$ cat config.mk
export PLATFORM = sky130hd
export DESIGN_NAME = read_session_ctrl
export DESIGN_NICKNAME = d
export VERILOG_FILES = /design/src/rtl/read_session_ctrl.sv
export SDC_FILE = /design/constraint.sdc
export NUM_CORES = 1
export LEC_CHECK = 0
export CAP_MARGIN = 30
export CORE_ASPECT_RATIO = 0.5
export CORE_MARGIN = 2
export CORE_UTILIZATION = 50
export DETAILED_ROUTE_END_ITERATION = 7
export PLACE_DENSITY = 0.79
export SYNTH_ARGS = -nofsm -noshare
export SYNTH_HDL_FRONTEND = slang
export SYNTH_SLANG_ARGS = --single-unit
$ cat constraint.sdc
create_clock -name clk -period 3.7 [get_ports clk]
set_input_delay 0.74 -clock clk [delete_from_list [all_inputs] [get_ports clk]]
set_output_delay 0.74 -clock clk [all_outputs]
set_load 0.02 [all_outputs]
$ cat src/rtl/read_session_ctrl.sv
// AVC read-session controller: one reader-engine session per debounced START pulse.
// Optional watchdog enabled by defining RSC_TIMEOUT_EN.
module read_session_ctrl #(
    parameter int unsigned CNT_W       = 16,
    parameter int unsigned TIMEOUT_CYC = 16'hFFFF
) (
    input  logic             clk,
    input  logic             reset,
    input  logic             start,
    output logic             rd_req,
    input  logic             rd_ack,
    input  logic             vec_valid,
    input  logic             vec_eof,
    input  logic             rd_err,
    output logic             busy,
    output logic             done,
    output logic             err,
    output logic [1:0]       err_code,
    output logic [CNT_W-1:0] vec_cnt,
    output logic [2:0]       state
);

    localparam logic [2:0] IDLE   = 3'd0;
    localparam logic [2:0] REQ    = 3'd1;
    localparam logic [2:0] STREAM = 3'd2;
    localparam logic [2:0] DONE   = 3'd3;
    localparam logic [2:0] ERROR  = 3'd4;

    localparam logic [1:0] CODE_NONE    = 2'b00;
    localparam logic [1:0] CODE_READER  = 2'b01;
    localparam logic [1:0] CODE_TIMEOUT = 2'b10;

    if (TIMEOUT_CYC < 1 || TIMEOUT_CYC > 65536) begin : g_bad_timeout
        $error("read_session_ctrl: TIMEOUT_CYC out of range");
    end

    logic in_session;
    logic accept_start;
    logic tmo_hit;

    assign in_session   = (state == REQ) || (state == STREAM);
    assign accept_start = start && !in_session;

`ifdef RSC_TIMEOUT_EN
    localparam logic [15:0] WDOG_LAST = 16'(TIMEOUT_CYC - 1);

    logic [15:0] wdog;

    assign tmo_hit = in_session && !rd_ack && !vec_valid && (wdog == WDOG_LAST);

    always_ff @(posedge clk or posedge reset) begin
        if (reset) begin
            wdog <= '0;
        end else if (accept_start || rd_ack || vec_valid) begin
            wdog <= '0;
        end else if (in_session) begin
            wdog <= wdog + 16'd1;
        end
    end
`else
    assign tmo_hit = 1'b0;
`endif

    always_ff @(posedge clk or posedge reset) begin
        if (reset) begin
            state    <= IDLE;
            rd_req   <= 1'b0;
            busy     <= 1'b0;
            done     <= 1'b0;
            err      <= 1'b0;
            err_code <= CODE_NONE;
            vec_cnt  <= '0;
        end else begin
            case (state)
                IDLE, DONE, ERROR: begin
                    if (start) begin
                        state    <= REQ;
                        rd_req   <= 1'b1;
                        busy     <= 1'b1;
                        done     <= 1'b0;
                        err      <= 1'b0;
                        err_code <= CODE_NONE;
                        vec_cnt  <= '0;
                    end
                end
                REQ: begin
                    if (rd_err || tmo_hit) begin
                        state    <= ERROR;
                        rd_req   <= 1'b0;
                        busy     <= 1'b0;
                        err      <= 1'b1;
                        err_code <= rd_err ? CODE_READER : CODE_TIMEOUT;
                    end else if (rd_ack) begin
                        state  <= STREAM;
                        rd_req <= 1'b0;
                    end
                end
                STREAM: begin
                    if (vec_valid && (vec_cnt != '1)) begin
                        vec_cnt <= vec_cnt + 1'b1;
                    end
                    // reader fault outranks end-of-file; a clean EOF outranks the watchdog
                    if (rd_err) begin
                        state    <= ERROR;
                        busy     <= 1'b0;
                        err      <= 1'b1;
                        err_code <= CODE_READER;
                    end else if (vec_eof) begin
                        state <= DONE;
                        busy  <= 1'b0;
                        done  <= 1'b1;
                    end else if (tmo_hit) begin
                        state    <= ERROR;
                        busy     <= 1'b0;
                        err      <= 1'b1;
                        err_code <= CODE_TIMEOUT;
                    end
                end
                default: begin
                    state  <= IDLE;
                    rd_req <= 1'b0;
                    busy   <= 1'b0;
                end
            endcase
        end
    end

endmodule

# After elaboration in Yosys (flattened, before gate mapping)
# Cells that the tools add are included.
[word_totals]
regBits = 25
inputBits = 7
output_inout_bits = 25
elab_cells = 60
[classes]
addsub = 1
n_eq_ne = 13
muxes = 26
bitwise = 1
n_reduce_logical = 12
[ops]
columns = ["operator", "n"]
rows = [
  ["$mux 16", 2],
  ["$pmux 16 s2", 1],
  ["$add 16x1->16 const B", 1],
  ["$ne 16x16->1 const B", 1],
  ["$mux 3", 5],
  ["$reduce_and 3->1", 5],
  ["$mux 1", 10],
  ["$pmux 3 s3", 1],
  ["$ne 2x2->1 const B", 4],
  ["$eq 3x2->1 const B", 2],
  ["$ne 3x3->1 const B", 2],
  ["$pmux 1 s3", 2],
  ["$mux 2", 2],
  ["$ne 2x1->1 const B", 2],
  ["$pmux 1 s2", 2],
  ["$pmux 2 s2", 1],
  ["$reduce_and 4->1", 1],
  ["$reduce_bool 2->1", 2],
  ["$eq 3x1->1 const B", 1],
  ["$eq 3x3->1 const B", 1],
  ["$logic_not 3->1", 1],
  ["$reduce_or 3->1", 1],
  ["$reduce_or 2->1", 1],
  ["$logic_and 1x1->1", 1],
  ["$not 1->1", 1],
]

# Longest topological paths before layout
[depth]
ltp_word = 4
depth_mapped = 7
depth_no_buf = 6

# Worst setup path after synthesis
# OpenSTA, ideal clock, no wires.
[synth_timing]
kind = "in2reg"
start = "input port start"
end = "register vec_cnt[11]"
setup_ps = 76
t_arrival_ps = 1739
required_ps = 3624
path_slack_ps = 1885
path_stages = 5
n_path_buf = 1
path_cell_list = "clkbuf_1 > o21a_1 > a21oi_4 > or4_1 > o21ai_1"
[synth_between]
elab_chain_len = 2
[synth_lines]
columns = ["element", "line_no", "rtl"]
rows = [
  ["start, declared", "9", "input logic start,"],
  ["$ne 2x2->1 (no source line)", "-", ""],
  ["$reduce_and 3->1 (no source line)", "-", ""],
  ["end signal, assigned", "100", "vec_cnt <= vec_cnt + 1'b1;"],
  ["end, declared", "19", "output logic [CNT_W-1:0] vec_cnt,"],
]
# Every way passes these cells.
# A chain may end at the register's enable or synchronous reset.

# Worst setup path after layout
[layout_timing]
start = "register state[0]"
end = "output port state[0]"
[layout_rtl]
columns = ["element", "line_no", "rtl"]
rows = [
  ["start, declared", "20", "output logic [2:0] state"],
  ["start signal, assigned", "66", "state <= IDLE;"],
  ["start signal, assigned", "77", "state <= REQ;"],
  ["start signal, assigned", "88", "state <= ERROR;"],
]
# No word-level cell between the ends.

==> flow_summary.yaml <==
logic_synthesis:
  syn_area_um2: 1361
  syn_inst: 154
  synth_top_area_share_pct: 42.28
  ys.flop_type: "dfrtp_1"
  synth_area_leader_cell: "dfrtp_1"
  ys_warn_count: 0
  synth-seq-cells: 23
  syn_avg_cell_area_um2: 8.840
  ys_top_cells_by_count: "o21ai_0, dfrtp_1, nand2_1, nor2_1, a21oi_1"
  async_flop_share_pct: 100.0
  synth_most_common_cell: "o21ai_0"
  synth_area_leaders: "dfrtp_1, o21ai_0, a21oi_1, nand2_1, nor2_1"
  synth_cell_type_count: 39
  synth_edf_count: 0
  synth-seq-area-share_pct: 42.28
  synth.net_count: 162
power_and_ir_drop:
  p_leak_nw: 0.7015
  seq_power_share_pct: 40.3
  p_per_area_nw_per_um2: 552.2
  switchingPower_uw: 381.7
  p_int_uw: 552.3
  ir_drop_uv: 417.1
  power_uw: 934.1
  clockPowerShare_pct: 17.0
  swShare_pct: 40.87
  comb_power_share_pct: 42.6
worst_setup_path:
  slowest_stage: "clkdlybuf4s50_1"
  path_buf_inv: 1
  required_ps: 2960
  path_max_fanout: 15
  crit_path_end_kind: "output port"
  startpoint_type: "flip-flop"
  cp_top_family: "buffers and inverters"
  critPathKind: "reg -> out"
  cpPeakStageDelay_ps: 690
  cp.arrival_ps: 1590
  path_cells: "clkdlybuf4s50_1"
clock_network:
  cts.sinks: 23
  cts.repair.resized: 0
  cts.path.max_buffers: 2
  clock_latency_ps: 270
  cts-root-buf: "clkbuf_8"
  cts.clk_slew.worst_paths_ps: 80
  cts_setup_buffers: 0
  htreeDepth: 1
  cts_tree: "built"
  numCtsBuffers: 3
  ctsHoldBuffers: 0
sta:
  fin_skew_ps: 2.838
  rsz0062_at_grt: "no"
  finalMaxSlewViolations: 0
  max_slew_margin_pct: 40.94
  setup_viol_count_final: 0
  hold_slack_ps: 501.8
  timing.final.hold_violations: 0
  tightest_slew_ps: 884.9
  fin_crit_ps: 2332
  period_share_pct: 63.04
  tns_ps: 0
  fmaxAchievable_mhz: 428.7
die:
  io_pins: 32
  coreArea_um2: 2586
  die_w_um: 77.79
  die_h_um: 40.90
  num_rows: 13
  start_util_pct: 52.64
  die_area_um2: 3181
placement:
  hpwlAfterDp_um: 2093
  dpl.cell_count: 212
  port_buffers: 30
  gp_congestion: 0.7872
routing:
  wl_per_cell_um: 13.65
  drtIter0Drc: 79
  drtAntennaViolNets: 0
  via_per_inst: 5.685
  drc: 0
  drtPass1Iterations: 4
  totalWireLength_um: 2949
  vias: 1228
cells_and_area:
  stdcell_count: 216
  final_util_pct: 65.41
  layout-drive-gt1-share_pct: 6.704
  final_net_count: 188
  synthToLayoutAreaGrowth_pct: 24.26
  num-fill-cells: 220
  antenna_cells: 0
global_route:
  grt_pass1_wl_um: 4747
  grt_max_degree: 24
  antenna_found_initial: 0
  grt-ovfl-total: 0
  grt_use_total_pct: 20.41
  grt_pass1_vias: 994
job:
  cap_violations: 0
min_path:
  hp-class: "reg -> reg"
outcome:
  status: "completed"
[cell type report]
cell class	instances	area (um^2)	area share [%]
Inverter	7	26.28	1.553
Tap cell	37	46.29	2.737
Sequential cell	23	575.6	34.02
Timing Repair Buffer	30	300.3	17.75
Clock buffer	4	45.04	2.663
Multi-Input combinational cell	115	698.2	41.27
[metrics by stage]
step                      setup slack [ps]  instance area (um^2)
after detailed placement              1386                  1647
after global routing                  1291                  1692
after global placement                1387                  1647
after CTS                             1357                  1692
final                                 1368                  1692
after floorplan                       1885                  1361
[state kept, by name, indices dropped and copies added, names as in the netlist]
name and cells:
rd_req 1, vec_cnt 16, busy 1, state 3, done 1, err_code 1
[power groups by stage]
stage,Combinational [mW],Sequential [mW],Clock (mW)
floorplan,0.258,0.397,0
global placement,0.390,0.378,0
detailed placement,0.401,0.380,0
CTS,0.401,0.377,0.162
global route,0.438,0.388,0.173
finish,0.398,0.377,0.159
[cells by family after synthesis]
group           count (synthesis)  share of synthesized area (%)
fa+ha+maj                       1                         0.9190
compound gates                 60                          25.46
flops                          23                          42.28
other cells                     1                         0.2755
simple gates                   53                          24.63
buf+inv                        16                          6.433
[layer usage]
layer  share of wire (%)  vias to the layer above  wire [um]  track usage, %
li1                    -                      612          -               -
met1                  48                      583       1408           26.19
met2                  47                       31       1387           35.99
met3                 4.3                        2        127           4.626
met4                0.85                        0         25           6.696
met5                   0                        -          0               0
[final timing paths]
path	slack, ps	startpoint	depth (start not counted)	end
min in group asynchronous	950	reset	2	vec_cnt[7]
min reg2reg	500	vec_cnt[15]	1	vec_cnt[15]
max in group asynchronous	2200	reset	2	err_code[0]
min	500	vec_cnt[15]	1	vec_cnt[15]
max	1370	state[0]	1	state[0]
max reg2reg	1690	state[1]	5	vec_cnt[7]
[placed cells by master (no fill, tap or decap), types with 2 or more instances in the layout]
master,count
nor2b_1,2
inv_1,6
o31ai_1,4
nor2_1,11
nand4_1,6
a21oi_1,9
clkbuf_8,3
o21ai_0,31
nand3_1,5
o21ai_1,4
dfrtp_1,23
nand2_1,12
clkdlybuf4s50_1,30
a31oi_1,5
and3_1,4
o21a_1,2
(Power assumes the default switching activity.)
